**src/rtl/cavlc_pkg.sv**
```systemverilog
// Shared constants and types for the CAVLC encode path.
package cavlc_pkg;
    localparam int LEVEL_W      = 13;
    localparam int WORD_W       = 16;
    localparam int ACC_W        = 48;
    localparam int MAX_CW_LEN   = 28;
    localparam int SL_MAX       = 6;
    localparam int ESC_SUFFIX_W = 12;
    localparam int FILL_W       = $clog2(ACC_W + 1);
    // A new level may only enter while a worst-case codeword still fits
    // behind whatever is in flight.
    localparam int FILL_RDY_MAX = 20;

    typedef struct packed {
        logic [MAX_CW_LEN-1:0] bits;   // right-aligned codeword
        logic [4:0]            len;    // 0 means "nothing to append"
    } cavlc_cw_t;

    typedef enum logic {ST_RUN, ST_FLUSH} flush_state_t;
endpackage

```
**src/rtl/cavlc_bit_packer.sv**
```systemverilog
// MSB-first bit packer: appends variable-length codewords below the current
// fill, hands out 16-bit words from the top, and zero-pads on flush.
module cavlc_bit_packer
    import cavlc_pkg::*;
(
    input  logic                  clk,
    input  logic                  rst,
    input  logic [MAX_CW_LEN-1:0] cw_bits,
    input  logic [4:0]            cw_len,
    input  logic                  cw_valid,
    output logic                  cw_rdy,
    input  logic                  flush_req,
    input  logic                  rd_req,
    output logic [WORD_W-1:0]     data,
    output logic                  word_valid,
    output logic [FILL_W-1:0]     fill
);
    localparam int SUM_W = FILL_W + 1;

    logic [ACC_W-1:0] acc, acc_pop, acc_next;
    logic [SUM_W-1:0] fill_pop, fill_app, fill_pad, fill_next, shamt;
    logic             pop, app;

    assign word_valid = fill >= FILL_W'(WORD_W);
    assign data       = acc[ACC_W-1 -: WORD_W];

    // Pop first, then append into the freed space, then optional padding.
    always_comb begin
        pop      = word_valid && rd_req;
        acc_pop  = pop ? (acc << WORD_W) : acc;
        fill_pop = pop ? (SUM_W'(fill) - SUM_W'(WORD_W)) : SUM_W'(fill);
        cw_rdy   = (fill_pop + SUM_W'(cw_len)) <= SUM_W'(ACC_W);
        app      = cw_valid && cw_rdy && (cw_len != 5'd0);
        shamt    = SUM_W'(ACC_W) - fill_pop - SUM_W'(cw_len);
        acc_next = acc_pop;
        fill_app = fill_pop;
        if (app) begin
            acc_next = acc_pop | ({{(ACC_W-MAX_CW_LEN){1'b0}}, cw_bits} << shamt);
            fill_app = fill_pop + SUM_W'(cw_len);
        end
        // Bits below the fill are always zero, so padding is just a round-up.
        fill_pad  = (fill_app + SUM_W'(WORD_W - 1)) & ~SUM_W'(WORD_W - 1);
        fill_next = flush_req ? fill_pad : fill_app;
    end

    // Accumulator and fill counter.
    always_ff @(posedge clk) begin
        if (rst) begin
            acc  <= '0;
            fill <= '0;
        end else begin
            acc  <= acc_next;
            fill <= fill_next[FILL_W-1:0];
        end
    end
endmodule

```
**src/rtl/cavlc_level_encoder.sv**
```systemverilog
// CAVLC level encoder: level -> level_prefix/level_suffix codeword with
// suffixLength adaptation, one-entry encode stage, and bit packing.
module cavlc_level_encoder
    import cavlc_pkg::*;
(
    input  logic               Clk,
    input  logic               Reset,
    input  logic [LEVEL_W-1:0] LevelIn,
    input  logic               LevelValid,
    output logic               LevelRdy,
    input  logic               LevelFirst,
    input  logic               SuffixInit,
    input  logic               T1sLt3,
    input  logic               LevelLast,
    input  logic               Flush,
    output logic [WORD_W-1:0]  BitstreamData,
    output logic               WordValid,
    input  logic               RdReq,
    output logic               BlockDone,
    output logic               LevelErr
);
    localparam int LC_W = LEVEL_W + 2;

    flush_state_t      state, state_next;
    logic              flush_req;
    logic [2:0]        sl_q, sl_use, sl_next;
    logic              neg;
    logic [LEVEL_W:0]  abs_l;
    logic [LC_W-1:0]   lc, thr, suffix;
    logic [3:0]        prefix, sbits;
    logic              esc_err;
    cavlc_cw_t         cw_enc, e_cw;
    logic              e_valid, e_last;
    logic              cw_rdy, accept;
    logic [FILL_W-1:0] fill;

    // Map level to levelCode, split into prefix/suffix, and compute the next suffixLength.
    always_comb begin
        neg   = LevelIn[LEVEL_W-1];
        abs_l = neg ? ('0 - {LevelIn[LEVEL_W-1], LevelIn}) : {1'b0, LevelIn};
        lc    = {abs_l, 1'b0} - (neg ? LC_W'(1) : LC_W'(2));
        if (LevelFirst && T1sLt3 && lc >= LC_W'(2))
            lc = lc - LC_W'(2);
        sl_use = LevelFirst ? {2'b00, SuffixInit} : sl_q;
        thr    = LC_W'(15) << sl_use;
        prefix = 4'd0;
        sbits  = 4'd0;
        suffix = '0;
        if (sl_use == 3'd0) begin
            if (lc < LC_W'(14)) begin
                prefix = lc[3:0];
            end else if (lc < LC_W'(30)) begin
                prefix = 4'd14;
                sbits  = 4'd4;
                suffix = lc - LC_W'(14);
            end else begin
                prefix = 4'd15;
                sbits  = 4'(ESC_SUFFIX_W);
                suffix = lc - LC_W'(30);
            end
        end else begin
            if (lc < thr) begin
                prefix = 4'(lc >> sl_use);
                sbits  = {1'b0, sl_use};
                suffix = lc & ((LC_W'(1) << sl_use) - LC_W'(1));
            end else begin
                prefix = 4'd15;
                sbits  = 4'(ESC_SUFFIX_W);
                suffix = lc - thr;
            end
        end
        // Only the escape branch uses a 12-bit suffix, so this flags overflow there only.
        esc_err     = (sbits == 4'(ESC_SUFFIX_W)) && (suffix >= LC_W'(1 << ESC_SUFFIX_W));
        cw_enc.bits = (MAX_CW_LEN'(1) << sbits) | MAX_CW_LEN'(suffix[ESC_SUFFIX_W-1:0]);
        cw_enc.len  = 5'(prefix) + 5'(sbits) + 5'd1;

        sl_next = (sl_use == 3'd0) ? 3'd1 : sl_use;
        if (sl_next < 3'(SL_MAX) && {1'b0, abs_l} > (LC_W'(3) << (sl_next - 3'd1)))
            sl_next = sl_next + 3'd1;
    end

    assign LevelRdy = !Reset && (fill <= FILL_W'(FILL_RDY_MAX)) &&
                      (!e_valid || cw_rdy) && (state == ST_RUN) && !Flush;
    assign accept   = LevelValid && LevelRdy;

    // Encode stage register, suffixLength state, sticky error and block-done pulse.
    always_ff @(posedge Clk) begin
        if (Reset) begin
            e_valid   <= 1'b0;
            e_last    <= 1'b0;
            e_cw      <= '0;
            sl_q      <= 3'd0;
            LevelErr  <= 1'b0;
            BlockDone <= 1'b0;
        end else begin
            BlockDone <= e_valid && cw_rdy && e_last;
            if (accept) begin
                e_valid <= 1'b1;
                e_last  <= LevelLast;
                // An unencodable level travels as a zero-length entry so BlockDone still fires.
                e_cw    <= esc_err ? '0 : cw_enc;
                sl_q    <= sl_next;
                if (esc_err)
                    LevelErr <= 1'b1;
            end else if (e_valid && cw_rdy) begin
                e_valid <= 1'b0;
            end
        end
    end

    // Flush state register.
    always_ff @(posedge Clk) begin
        if (Reset) state <= ST_RUN;
        else       state <= state_next;
    end

    // Flush sequencing: hold off levels, wait for the encode stage to drain, then pad once.
    always_comb begin
        state_next = state;
        flush_req  = 1'b0;
        case (state)
            ST_RUN:   if (Flush) state_next = ST_FLUSH;
            ST_FLUSH: if (!e_valid) begin
                flush_req  = 1'b1;
                state_next = ST_RUN;
            end
            default:  state_next = ST_RUN;
        endcase
    end

    cavlc_bit_packer u_packer (
        .clk        (Clk),
        .rst        (Reset),
        .cw_bits    (e_cw.bits),
        .cw_len     (e_cw.len),
        .cw_valid   (e_valid),
        .cw_rdy     (cw_rdy),
        .flush_req  (flush_req),
        .rd_req     (RdReq),
        .data       (BitstreamData),
        .word_valid (WordValid),
        .fill       (fill)
    );
endmodule
```
**config.mk**
```make
export PLATFORM = sky130hd
export DESIGN_NAME = cavlc_level_encoder
export DESIGN_NICKNAME = d
export VERILOG_FILES = /design/src/rtl/cavlc_pkg.sv /design/src/rtl/cavlc_bit_packer.sv /design/src/rtl/cavlc_level_encoder.sv
export SDC_FILE = /design/constraint.sdc
export NUM_CORES = 1
export LEC_CHECK = 0
export BUFFER_PORTS_ARGS = -buffer_cell sky130_fd_sc_hd__buf_2
export CAP_MARGIN = 20
export CORE_UTILIZATION = 35
export CTS_CLUSTER_SIZE = 14
export DETAILED_ROUTE_END_ITERATION = 8
export SETUP_SLACK_MARGIN = 0.5
export SLEW_MARGIN = 10
export SYNTH_ARGS = -nofsm -noshare
export SYNTH_HDL_FRONTEND = slang
export SYNTH_SLANG_ARGS = --single-unit
```
**constraint.sdc**
```tcl
create_clock -name Clk -period 23 [get_ports Clk]
set_clock_uncertainty 0.15 [all_clocks]
set_input_delay 2.3 -clock Clk [delete_from_list [all_inputs] [get_ports Clk]]
set_output_delay 2.3 -clock Clk [all_outputs]
set_load 0.02 [all_outputs]
```
==> flow_summary.ini, run 1 <==
[cts]
cts.path.max_buffers = 2
cts_root_buf = clkbuf_16
cts.clk_slew.worst_paths_ns = 0.06
ctsHoldBuffers = 0
htreeDepth = 3
post_cts_buffers = 0
cts_resized = 0
clk_latency_ns = 0.34
clkSinkCount = 83
numCtsBuffers = 9
cts_tree = built

[placement]
place_congestion = 0.923
post-place-ws_ns = 12.75
place.port_buffers = 41
hpwl_um = 18300

[worst_setup_path]
crit_type = in2reg
r2r-start = sl_q[2]
reg2reg_depth = 21
crit_slowest_cell = xnor2_1
arrival_ns = 10.10
cp-start-kind = primary input
regToRegEndpoint = sl_q[2]
max_stage_delay_ns = 0.68
endpoint_kind = flop
r2r_slack_ns = 17.07
path_max_fanout = 25
cp.required_ns = 23.12

[power]
p_leak_nw = 3.25
finalPower_w = 0.000503
vdd_ir_drop_max_v = 0.0000384
power_density_nw_per_um2 = 55.0

[grt]
grt_pass1_vias = 7665
grt_antenna_before_repair = 0
grt_pass1_wl_um = 39500
grt_overflow = 0
grt_max_degree = 65
grtUsageTotal_pct = 19.7

[routing]
antenna_left = 0
drt-total-wl_um = 23900
route.detailed.vias_per_inst = 5.55
vias = 8325
drc = 0
wl_per_cell_um = 15.9
drt_iter0_drc = 760
drtPass1Iterations = 5

[synthesis]
synth_flop_cell = dfxtp_1
syn_area_um2 = 8520
yosys.area.top_type = dfxtp_1
avgSynthCellArea_um2 = 7.15
synth_compound_area_share_pct = 25.6
yosys_warnings = 0
synth_top_family_by_area = simple AND/OR/NAND/NOR gates
synth_edf_count = 0
synth_xor_area_share_pct = 6.93
yosys.area.top_type_share_pct = 19.5
synth_simple_gate_area_share_pct = 26.1
synth.distinct_cells = 92
yosys-top-cells-area = dfxtp_1, nand2_1, ha_1, nor2_1, xnor2_1
synth_adder_area_share_pct = 9.06
synth_nets = 1270
syn_inst = 1192
async_flop_share_pct = 0
synthMuxAreaShare_pct = 6.06
ys_ff_latch = 83
ys_seq_area_share_pct = 19.5

[die]
die-area_um2 = 25000
initial_core_util_pct = 36.0
io_pins = 42
coreArea_um2 = 23700
die_w_um = 158
rows = 56
dieHeight_um = 158

[sta]
fmax_ghz = 0.100
hold_viol = 0
worst_slack_ns = 13.01
setup_viol = 0
slew_viol_final = 0
rsz0062_at_grt = no
hold_ws_ns = 0.323
min_period_ns = 9.99
worst_pin_slew_ns = 0.991
setup_tns_ns = 0
finalCritPeriodShare_pct = 43.4
max_slew_margin_pct = 33.7

[layout]
final_util_pct = 38.6
n_antenna_cell = 0
num-nets-final = 1253
drive_gt1_share_pct = 10.4
nFillCells = 2581
areaGrowthSynthToFinish_pct = 7.33

[outcome]
status = completed

[worst_hold_path]
worstHoldStart = u_packer.acc[31]
min_path_type = reg2reg
hold-path-cell-count = 2
min_to = u_packer.acc[47]

[run]
cap_violations = 0
[layout by cell type (no fill, tap or decap), drive strengths merged, types with 5 or more instances in the layout]
cell type | Yosys | layout
a221oi | 5 | 5
nand3 | 26 | 26
dfxtp | 83 | 83
o22ai | 9 | 9
or2 | 11 | 11
a22oi | 10 | 10
a21boi | 5 | 5
a21oi | 74 | 74
buf | 26 | 52
clkbuf | 54 | 9
a21o | 10 | 10
nor4 | 14 | 14
a31oi | 49 | 49
o32a | 5 | 5
a211oi | 17 | 17
nand2b | 19 | 19
or4 | 5 | 5
nor2b | 10 | 10
nand4 | 7 | 7
nor3 | 33 | 33
inv | 52 | 53
ha | 52 | 52
xor2 | 18 | 18
or3 | 8 | 8
mux2i | 37 | 37
o31ai | 10 | 10
nor2 | 110 | 110
mux2 | 9 | 9
o21ai | 72 | 72
o211ai | 10 | 10
clkinv | 1 | 5
nand2 | 197 | 197
and2 | 12 | 12
and3 | 6 | 6
xnor2 | 46 | 46
[kinds of logic (layout without fill, tap and decap cells)]
| logic type | Yosys count | count (layout) |
|---|---|---|
| xor+xnor | 64 | 64 |
| fa+ha+maj | 60 | 60 |
| buf+inv | 133 | 121 |
| flops | 83 | 83 |
| compound gates | 329 | 329 |
| mux | 48 | 48 |
| simple gates | 475 | 475 |
[worst max path at each step]
stage	depth (start not counted)	end	from	slack [ns]
6_report	30	e_cw[3]	LevelIn[12]	13.01
5_1_grt	30	e_cw[3]	LevelIn[12]	12.47
4_1_cts	30	e_cw[3]	LevelIn[12]	13.10
3_5_place_dp	30	e_cw[3]	LevelIn[12]	12.75
3_3_place_gp	30	e_cw[3]	LevelIn[12]	13.01
2_1_floorplan	29	e_cw[3]	LevelIn[12]	13.78
[power breakdown]
part / switching, W / internal (W)
clock network: 0.0000601 / 0.0000848
logic: 0.000139 / 0.0000689
registers: 0.00000306 / 0.000147
total: 0.000203 / 0.000301
[cell usage after synthesis, drive strengths merged, types with 5 or more instances]
cell,number
nand2,197
nor2,110
dfxtp,83
a21oi,74
o21ai,72
clkbuf,54
ha,52
inv,52
a31oi,49
xnor2,46
mux2i,37
nor3,33
buf,26
nand3,26
nand2b,19
xor2,18
a211oi,17
nor4,14
and2,12
or2,11
a21o,10
a22oi,10
nor2b,10
o211ai,10
o31ai,10
mux2,9
o22ai,9
or3,8
nand4,7
and3,6
a21boi,5
a221oi,5
o32a,5
or4,5
[per-stage QoR]
stage	cell area [um^2]	std cells
floorplan	8520	1192
global placement	8840	1483
detailed placement	8840	1483
CTS	9150	1499
global route	9150	1499
finish	9150	1499
[worst max-delay path, delay by kind of cell]
kind	cells	cell delay [ns]
AO/OA/AOI/OAI	14	3.54
AND/OR/NAND/NOR	7	1.46
adder cells (fa/ha/maj)	4	1.22
XOR/XNOR	2	0.81
buffers and inverters	3	0.76
[cell type report]
type,count,area (um^2),share of cell area (%)
well taps,319,399,4.36
inverters,53,199,2.18
flip-flops and latches,83,1660,18.2
clock inverters,7,77.6,0.848
multi-input cells,976,6300,68.8
repair buffers,52,288,3.15
clock buffers,9,225,2.46
[metal layers]
layer	vias up	track usage (%)	routed length [um]	share of wire [%]
met5	-	0	0	0
met4	0	6.59	548	2.3
met3	32	1.62	1170	4.9
met2	242	33.8	11300	47
met1	3817	25.8	10900	46
li1	4234	-	-	-
[state kept, by name (all words and copies together), names as in the netlist]
name and flops:
u_packer.fill 6, e_last 1, BlockDone 1, sl_q 3, e_cw 21, u_packer.acc 48, LevelErr 1, state 1
e_valid 1
(Power assumes the default switching activity.)
==> inputs of run 2 (changes only) <==
==> constraint.sdc (replaced) <==
create_clock -name Clk -period 8.4 [get_ports Clk]
set_clock_uncertainty 0.15 [all_clocks]
set_input_delay 0.84 -clock Clk [delete_from_list [all_inputs] [get_ports Clk]]
set_output_delay 0.84 -clock Clk [all_outputs]
set_load 0.02 [all_outputs]
==> run 2 against run 1 <==
Combinational power rose to 2.8 times the previous value. Utilization grew 1.0 points. First-iteration DRC count down 13%. Total power rose to 3.0 times the previous value. Final cell count up 0.93%. Critical path depth unchanged. Hold slack lost 0.00082 ns. Register-to-register slack lost 15 ns. Routed wire length is 0.79% higher. Critical endpoint unchanged. Largest cell class unchanged.
==> flow_summary.ini, run 2 (synthesis results as in run 1) <==
[outcome]
status = completed

[power]
power_frac_seq_pct = 27.3
power_frac_comb_pct = 38.8
clockPowerShare_pct = 33.9
cell_internal_pwr_w = 0.000948
power_density_nw_per_um2 = 160
p_leak_nw = 3.37
switchingPower_w = 0.000555
finalPower_w = 0.00150
switching_share_pct = 36.9
vdd_ir_drop_max_v = 0.0000959

[worst_setup_path]
worstSetupPathDepth = 30
cp.required_ns = 8.52
path_max_fanout = 8
arrival_ns = 7.43
worst-path-buf-inv = 3
cp_top_family = compound AO/OA/AOI/OAI gates
cp-start-kind = primary input
r2r_slack_ns = 2.34
max_stage_delay_ns = 0.46
endpoint_kind = flop
crit_slowest_cell = a2111o_1
crit_type = in2reg
reg2reg_depth = 21

[worst_hold_path]
hold-path-cell-count = 2
min_path_type = reg2reg

[grt]
grt_pass1_wl_um = 39700
grt_max_degree = 65
grt_overflow = 0
grt_pass1_vias = 7672
grtUsageTotal_pct = 19.8
grt_antenna_before_repair = 0

[layout]
areaGrowthSynthToFinish_pct = 10.1
final_common_cell = nand2_1
regMostFlops = u_packer.acc
n_antenna_cell = 0
nFillCells = 2535
num-nets-final = 1267
largest_reg_flops = 48
largest_registers = u_packer.acc (48), e_cw (21), u_packer.fill (6)
drive_gt1_share_pct = 11.8
layout_common_cells = nand2_1, nor2_1, dfxtp_1

[run]
cap_violations = 0

[routing]
drc = 0
drtPass1Iterations = 5
vias = 8416
drt_iter0_drc = 662
wl_per_cell_um = 15.9
drt-total-wl_um = 24100
route.detailed.vias_per_inst = 5.56
antenna_left = 0

[die]
coreArea_um2 = 23700
dieHeight_um = 158
io_pins = 42
die_w_um = 158
rows = 56
initial_core_util_pct = 36.0
die-area_um2 = 25000

[sta]
min_period_ns = 7.31
worst_pin_slew_ns = 1.01
fmax_ghz = 0.137
worst_slack_ns = 1.09
slew_viol_final = 0
hold_viol = 0
setup_viol = 0
max_slew_margin_pct = 32.7
finalCritPeriodShare_pct = 87.0
setup_tns_ns = 0
rsz0062_at_grt = no

[cts]
clkSinkCount = 83
cts_tree = built
numCtsBuffers = 9
cts_root_buf = clkbuf_16
cts.path.max_buffers = 2
htreeDepth = 3
clk_latency_ns = 0.34
cts.clk_slew.worst_paths_ns = 0.06
ctsHoldBuffers = 0

[placement]
place_congestion = 0.911
place.port_buffers = 41
hpwl_um = 18400
post-place-ws_ns = 0.439
[run 2: power groups by stage]
stage / Sequential, W / Combinational (W) / Clock, W
after CTS: 0.000411 / 0.000568 / 0.000518
after detailed placement: 0.000419 / 0.000564 / 0
after global routing: 0.000412 / 0.000644 / 0.000534
after global placement: 0.000419 / 0.000562 / 0
final: 0.000410 / 0.000583 / 0.000510
after floorplan: 0.000416 / 0.000420 / 0
[run 2: layer usage]
metal  wire (um)  part of all wire [%]  track usage (%)  vias up
met1       11100                    46             25.8     3899
li1            -                     -                -     4261
met2       11500                    48             34.2      221
met5           0                     0                0        -
met3        1080                   4.5             2.03       35
met4         435                   1.8             5.95        0
[run 2: tightest hold or removal path, stage by stage (launching register included)]
cell and delay (ns):
dfxtp_1 0.32, nand2_1 0.07, o21ai_2 0.04
[run 2: stage by stage]
step	cell area, um^2	utilization (%)	instances	hold slack, ns
floorplan	8520	-	1192	0.282
global placement	8910	37.6	1492	0.288
detailed placement	8910	37.6	1492	0.301
CTS	9300	39.3	1508	0.326
global route	9380	39.6	1513	0.343
finish	9380	39.6	1513	0.322
[run 2: final cells by class]
type	count	area (um^2)	share of cell area (%)
multi-input cells	976	6340	67.5
flip-flops and latches	83	1660	17.7
well taps	319	399	4.25
repair buffers	66	397	4.23
clock buffers	9	225	2.40
inverters	53	199	2.12
clock inverters	7	164	1.75
[run 2: path summary, 6_finish.rpt]
kind	startpoint	end
max	LevelIn[12]	e_cw[3]
min	e_cw[16]	e_cw[16]
max reg2reg	sl_q[1]	sl_q[2]
min reg2reg	e_cw[16]	e_cw[16]
[run 2: repair_timing]
action | in CTS | in global routing
gates resized for setup | 0 | 9
setup buffers | 0 | 4
endpoints found under the setup margin | 0 | 19
